<file path="config.mk">
export PLATFORM = sky130hd
export DESIGN_NAME = compare_eq_arbiter
export DESIGN_NICKNAME = d
export VERILOG_FILES = /design/src/rtl/compare_eq_arbiter.sv
export SDC_FILE = /design/constraint.sdc
export NUM_CORES = 1
export LEC_CHECK = 0
export CAP_MARGIN = 20
export CORE_MARGIN = 2
export CORE_UTILIZATION = 46
export CTS_CLUSTER_SIZE = 8
export DETAILED_ROUTE_END_ITERATION = 10
export PLACE_DENSITY = 0.79
export SLEW_MARGIN = 20
export SYNTH_ARGS = -nofsm -noshare
export SYNTH_HDL_FRONTEND = slang
export SYNTH_SLANG_ARGS = --single-unit
</file>
<file path="constraint.sdc">
create_clock -name clk -period 4.5 [get_ports clk]
set_clock_uncertainty 0.1 [all_clocks]
set_input_delay 0.675 -clock clk [delete_from_list [all_inputs] [get_ports clk]]
set_output_delay 0.675 -clock clk [all_outputs]
set_load 0.1 [all_outputs]
</file>
<file path="src/rtl/compare_eq_arbiter.sv">
// Round-robin front end sharing one registered N-bit equality comparator among R requesters.
// Each requester has one compare in flight at most; its 1-bit result is held until consumed.
module compare_eq_arbiter #(
    parameter int N  = 10,
    parameter int R  = 4,
    parameter int CW = 32
) (
    input  logic            clk,
    input  logic            rstn,
    input  logic [R-1:0]    req_valid,
    output logic [R-1:0]    req_ready,
    input  logic [R*N-1:0]  req_in0,
    input  logic [R*N-1:0]  req_in1,
    output logic [R-1:0]    rsp_valid,
    output logic [R-1:0]    rsp_eq,
    input  logic [R-1:0]    rsp_ready,
    output logic            busy,
    output logic [CW-1:0]   cmp_count
);

    localparam int TW = $clog2(R);

    logic [R-1:0]  pending;
    logic [R-1:0]  pending_nxt;
    logic [R-1:0]  rsp_valid_nxt;
    logic [R-1:0]  eligible;
    logic [TW-1:0] rr_ptr;
    logic [TW-1:0] next_ptr;
    logic [TW-1:0] grant;
    logic          grant_hit;
    logic          accept;
    logic [N-1:0]  sel_in0;
    logic [N-1:0]  sel_in1;

    logic          a_valid;
    logic [TW-1:0] a_tag;
    logic [N-1:0]  a_in0;
    logic [N-1:0]  a_in1;
    logic          a_eq;

    assign eligible = req_valid & ~pending;

    always_comb begin
        logic [TW:0] slot;
        // NOTE: every variable gets a default before the loop; a path that skips
        // an assignment in always_comb would otherwise infer a latch.
        grant     = rr_ptr;
        grant_hit = 1'b0;
        slot      = '0;
        for (int k = 0; k < R; k++) begin
            slot = {1'b0, rr_ptr} + (TW+1)'(k);
            if (slot >= (TW+1)'(R)) slot = slot - (TW+1)'(R);
            if (!grant_hit && eligible[slot[TW-1:0]]) begin
                grant_hit = 1'b1;
                grant     = slot[TW-1:0];
            end
        end
    end

    // Ready is forced low while reset is held so no requester sees a phantom accept.
    assign req_ready = (grant_hit && rstn) ? (R'(1) << grant) : '0;
    assign accept    = |req_ready;
    assign next_ptr  = (grant == TW'(R-1)) ? '0 : grant + 1'b1;

    always_comb begin
        sel_in0 = '0;
        sel_in1 = '0;
        for (int i = 0; i < R; i++) begin
            if (grant == TW'(i)) begin
                sel_in0 = req_in0[i*N +: N];
                sel_in1 = req_in1[i*N +: N];
            end
        end
    end

    // A requester with a result in flight cannot be granted, so the stage-B write
    // and a consumption never land on the same bit.
    always_comb begin
        pending_nxt   = pending & ~(rsp_valid & rsp_ready);
        rsp_valid_nxt = rsp_valid & ~rsp_ready;
        if (accept)  pending_nxt[grant]   = 1'b1;
        if (a_valid) rsp_valid_nxt[a_tag] = 1'b1;
    end

    assign a_eq = (a_in0 == a_in1);

    // NOTE: state registers use non-blocking assignments so every flop samples
    // pre-edge values regardless of statement order.
    always_ff @(posedge clk or negedge rstn) begin
        if (!rstn) begin
            rr_ptr    <= '0;
            a_valid   <= 1'b0;
            a_tag     <= '0;
            pending   <= '0;
            rsp_valid <= '0;
            rsp_eq    <= '0;
            cmp_count <= '0;
        end else begin
            a_valid   <= accept;
            pending   <= pending_nxt;
            rsp_valid <= rsp_valid_nxt;
            if (accept) begin
                a_tag     <= grant;
                rr_ptr    <= next_ptr;
                cmp_count <= cmp_count + CW'(1);
            end
            if (a_valid) rsp_eq[a_tag] <= a_eq;
        end
    end

    // NOTE: operand registers are deliberately not reset; a_valid qualifies them.
    always_ff @(posedge clk) begin
        if (accept) begin
            a_in0 <= sel_in0;
            a_in1 <= sel_in1;
        end
    end

    assign busy = |pending;

endmodule

</file>
Word level (Yosys, flattened, before mapping)
Index checks and enable logic that the tools add are counted.
{"block": "classes", "eq_ne": 4, "n_shift": 1, "reduce_logical": 12, "mux": 37, "bitwise_logic": 9, "order_cmp": 12, "add_sub_neg": 9}
{"cell": "10-bit 2-to-1 mux", "count": 8}
{"cell": "32-bit by 1-bit adder with 32-bit output, second input constant", "count": 1}
{"cell": "2-bit by 3-bit < comparator with 1-bit output, second input constant", "count": 6}
{"cell": "2-bit 2-to-1 mux", "count": 9}
{"cell": "4-bit AND", "count": 4}
{"cell": "4-bit 2-to-1 mux", "count": 3}
{"cell": "4-bit inverter", "count": 3}
{"cell": "10-bit == test", "count": 1}
{"cell": "1-bit 2-to-1 mux", "count": 10}
{"cell": "3-bit >= comparator, second input constant", "count": 3}
{"cell": "1-bit binary-select mux with 2-bit select", "count": 4}
{"cell": "4-bit OR", "count": 2}
{"cell": "4-bit OR reduction", "count": 2}
{"cell": "2-bit by 1-bit subtractor with 2-bit output, second input constant", "count": 4}
{"cell": "2-bit by 2-bit adder with 3-bit output, second input constant", "count": 2}
{"cell": "1-bit logical AND", "count": 6}
{"cell": "4-bit bitwise mux", "count": 1}
{"cell": "1-bit demux with 2-bit select", "count": 2}
{"cell": "2-bit == test, second input constant", "count": 2}
{"cell": "2-bit by 1-bit >= comparator with 1-bit output, second input constant", "count": 2}
{"cell": "1-bit by 2-bit left shift with 4-bit output, first input constant", "count": 1}
{"cell": "2-bit by 1-bit adder with 3-bit output, second input constant", "count": 1}
{"cell": "2-bit by 3-bit >= comparator with 1-bit output, second input constant", "count": 1}
{"cell": "1-bit zero test", "count": 3}
{"cell": "other kinds (3)", "count": 3}
{"block": "totals", "wordCells": 93, "regBits": 69, "input_bits": 90}

Logic depth before layout (Yosys ltp)
{"block": "depth", "ltp_word": 20, "ltp_mapped": 12, "mapped_depth_nobuf": 9}

Worst setup path before layout
No wires, ideal clock.
{"block": "synth_path", "kind": "input to output", "startpoint": "input port req_valid[1]", "endpoint": "output port req_ready[1]", "required_ns": 3.725, "path_stages": 9, "slack_ns": 0.040, "arrival_ns": 3.685, "n_path_buf": 3, "cell_sequence": "nor2b_1 -> o221ai_1 -> a21oi_1 -> buf_2 -> buf_2 -> buf_2 -> ha_1 -> inv_1 -> nor2_1"}
{"block": "synth_via", "elab_chain_cells": 15}
{"item": "start, declared", "line_no": "10", "source": "input logic [R-1:0] req_valid,"}
{"item": "4-bit AND (*)", "line_no": "41", "source": "assign eligible = req_valid & ~pending;"}
{"item": "1-bit binary-select mux with 2-bit select", "line_no": "53", "source": "if (!grant_hit && eligible[slot[TW-1:0]]) begin"}
{"item": "1-bit 2-to-1 mux (not written as such)", "line_no": "53"}
{"item": "1-bit 2-to-1 mux", "line_no": "53"}
{"item": "1-bit zero test", "line_no": "53"}
{"item": "1-bit logical AND", "line_no": "53"}
{"item": "1-bit 2-to-1 mux", "line_no": "53"}
{"item": "1-bit zero test", "line_no": "53"}
{"item": "1-bit logical AND", "line_no": "53"}
{"item": "1-bit 2-to-1 mux", "line_no": "53"}
{"item": "1-bit zero test", "line_no": "53"}
{"item": "1-bit logical AND", "line_no": "53"}
{"item": "2-bit 2-to-1 mux / 1-bit 2-to-1 mux (equally long branches)", "line_no": "53"}
{"item": "1-bit by 2-bit left shift with 4-bit output / 1-bit logical AND (equally long branches)", "line_no": "61", "source": "assign req_ready = (grant_hit && rstn) ? (R'(1) << grant) : '0;"}
{"item": "4-bit 2-to-1 mux (*)", "line_no": "61"}
{"item": "end, declared", "line_no": "11", "source": "output logic [R-1:0] req_ready,"}
Mark *: on every way between the ends. The rest lies on a longest branch, timed or not. The select of a mux whose other input is x is not followed.

Final worst setup path
{"block": "layout_path", "startpoint": "input port req_valid[3]", "endpoint": "output port req_ready[1]"}
The elaborated chain is that of the path after synthesis.

==> run summary <==
Outcome - finished, final reports clean
Ys async rst share - 71.0%
Max Freq - 259 MHz
Syn_area_per_cell - 10.9 um^2
CTS Hold Bufs - 0
Post-Syn Nets - 452
Post-CTS Resized - 0
Nets - 587
Die Height - 96.4 um
Critical R2R Capture - cmp_count[8]$_DFFE_PN0P_
Most numerous cell in the Yosys netlist - dfrtp_1
Placed Area - 5440 um^2
Post-layout util - 68.4%
Post-CTS setup buffers - 0
Worst path required time - 3.72 ns
Largest net degree at the start of global routing - 51
DRC - 0
Startpoint types - input pin
Cell Pwr Density - 636 nW/um^2
Worst-Margin Slew - 0.989 ns
Grt ovf - 0
Worst Path Arrival - 3.09 ns
Yosys top cell area share - 31.2%
Final GP Congestion - 0.914
Max VDD drop - 709 uV
Crit-path cells - clkdlybuf4s50_1 > nor2b_2 > or3_1 > a31o_2 > inv_2 > ha_1 > inv_1 > nor2_1 > buf_12
Die Wd - 96.4 um
Clock slew at reported path FFs - 0.07 ns
Worst hold margin - 0.386 ns
Global-route wire length before repair - 15.8 mm
Via count - 3412
Layout cells sized above 1 - 11.6%
Critical path's top delay family - simple AND/OR/NAND/NOR gates
Combinational share of power - 55.6%
DRT iter0 DRCs - 202
Post-synth EDFFs - 20
Site Rows - 33
Post-synth cell types - 51
Rel. slew slack - 33.9%
DRT Pass-1 Iters - 4
Switching pwr - 0.00170 W
Largest area contributor in the netlist - dfrtp_1
Seq cells post-synth - 69
Post-Synthesis Cell Area - 3930 um^2
Antenna violations before repair - 0
Worst R2R Start - pending[0]$_DFF_PN0_
Clock power share - 15.3%
Area Growth Syn to Fin - 43.8%
Vias per inst - 5.64
Tot GR Track Use - 21.9%
Die ar. - 9300 um^2
Int Power - 0.00189 W
RSZ-0062 raised after global routing - no
Ant diodes - 0
Clock tree sinks - 69
Drt wl/cell - 16.7 um
CTS H-tree depth - 3
Commonest cells post-synth - dfrtp_1, xor2_1, nand2_1, mux2i_1, edfxtp_1
Root buffer cell - clkbuf_8
DRT antenna net count - 0
Pins Over Slew Limit - 0
HPWL after DPL - 7.32 mm
Yosys synthesis warning count - 0
Reg2Reg Setup Slack - 1.31 ns
Max-cap violations - 0
Period utilisation layout - 85.9%
Core footprint - 8260 um^2
Part of the power in registers - 29.1%
Critical Path End Type - output pin
Synth Flop Type - dfrtp_1
Worst min path class - input pin to asynchronous set/reset pin
Sequential-to-total area share from yosys stat - 46.5%
TritonCTS buffer count - 9
Reg2reg path depth - 9
Final setup violation count - 0
Clock buffer depth - 2
Hold Vio Cnt, Final - 0
Synth area leaders - dfrtp_1, edfxtp_1, xor2_1
CP Max Fanout - 24
DRT Wirelength - 10.1 mm
Port bufs - 134
Post-Layout Inst Area - 5650 um^2
Post-route setup TNS - 0 ns
Skew-Pair Late Insertion Delay - 0.34 ns
Vias in the first global route - 3326
Synthesized instance count - 360
Switch share - 47.3%
Max stage delay on crit path - 0.45 ns
Starting Density - 47.6%
Leak - 2.28 nW
IO Count - 135
CTS tree - built
Layout fillers - 641
Minimum clock period - 3.86 ns
Crit Path Class - input pin to output pin
Worst path slowest cell - or3_1
WP buf/inv - 4
[cell type report]
cell class / count / area [um^2] / share of cell area, %
Clock buffer: 10 / 128 / 2.26
Clock inverter: 6 / 87.6 / 1.55
Inverter: 18 / 67.6 / 1.20
Multi-Input combinational cell: 254 / 1970 / 34.8
Sequential cell: 69 / 1830 / 32.3
Tap cell: 105 / 131 / 2.32
Timing Repair Buffer: 143 / 1440 / 25.5
[worst register-to-register path, delay by kind of cell, from the launching register on]
family                   cells  cell delay (ns)
XOR/XNOR                     1             0.13
flip-flops                   1             0.42
AO/OA/AOI/OAI                3             1.13
AND/OR/NAND/NOR              2             0.64
buffers and inverters        2             0.41
adder cells (fa/ha/maj)      1             0.24
[per-stage QoR]
step           setup WS, ns  instances  total power (W)
5_1_grt               0.492        605          0.00380
4_1_cts               0.635        605          0.00361
2_1_floorplan        0.0395        360          0.00252
3_5_place_dp          0.637        589          0.00306
3_3_place_gp          0.707        589          0.00301
6_report              0.636        605          0.00359
[sequential cells by signal (all words and copies together), names as in the netlist]
signal,flops
cmp_count,32
a_in0,10
a_in1,10
pending,4
rsp_eq,4
rsp_valid,4
a_tag,2
rr_ptr,2
a_valid,1
[layout by cell type, fill, tap and decap left out, types with 4 or more instances in the layout]
| cell | synthesis | layout |
|---|---|---|
| clkdlybuf4s50_1 | 0 | 129 |
| dfrtp_1 | 49 | 49 |
| xor2_1 | 28 | 28 |
| nand2_1 | 23 | 23 |
| mux2i_1 | 21 | 21 |
| edfxtp_1 | 20 | 20 |
| nor2b_1 | 19 | 19 |
| inv_1 | 16 | 16 |
| a32oi_1 | 16 | 16 |
| o21ai_1 | 14 | 14 |
| xnor2_1 | 13 | 13 |
| a2111oi_2 | 13 | 13 |
| nand4_1 | 12 | 12 |
| nand3_1 | 9 | 9 |
| clkbuf_8 | 0 | 9 |
| buf_4 | 3 | 9 |
| a21oi_1 | 9 | 8 |
| a211oi_1 | 8 | 8 |
| o21ai_0 | 7 | 7 |
| nor2_1 | 6 | 6 |
| a21boi_1 | 4 | 4 |
| and3_1 | 4 | 4 |
| mux2_2 | 4 | 4 |
| buf_12 | 0 | 4 |
[routing by layer]
metal	track usage, %	vias to the layer above	part of all wire [%]
met3	3.26	16	4.4
li1	-	1631	-
met4	9.15	0	2.0
met1	28.8	1661	42
met5	0	-	0
met2	36.3	104	52
[power groups by stage]
stage | logic (W) | clock network (W) | registers (W)
detailed placement | 0.00200 | 0 | 0.00106
floorplan | 0.00118 | 0 | 0.00134
CTS | 0.00201 | 0.000556 | 0.00105
finish | 0.00200 | 0.000550 | 0.00105
global route | 0.00214 | 0.000585 | 0.00107
global placement | 0.00196 | 0 | 0.00105
[cells by family after synthesis]
kind of cell | synth area share, %
AND/OR/NAND/NOR | 12.8
flip-flops | 46.5
XOR/XNOR | 9.14
buffers and inverters | 4.04
adder cells (fa/ha/maj) | 0.637
multiplexers | 6.78
AO/OA/AOI/OAI | 20.1
[worst max path at each step]
| stage | cells after the start | start | end | slack, ns |
|---|---|---|---|---|
| after global routing | 9 | req_valid[3] | req_ready[1] | 0.49 |
| after CTS | 9 | req_valid[3] | req_ready[1] | 0.64 |
| after floorplan | 9 | req_valid[1] | req_ready[1] | 0.04 |
| after global placement | 9 | req_valid[3] | req_ready[1] | 0.71 |
| final | 9 | req_valid[3] | req_ready[1] | 0.64 |
| after detailed placement | 9 | req_valid[3] | req_ready[1] | 0.64 |
No activity file was read; power rests on OpenSTA's default activity.
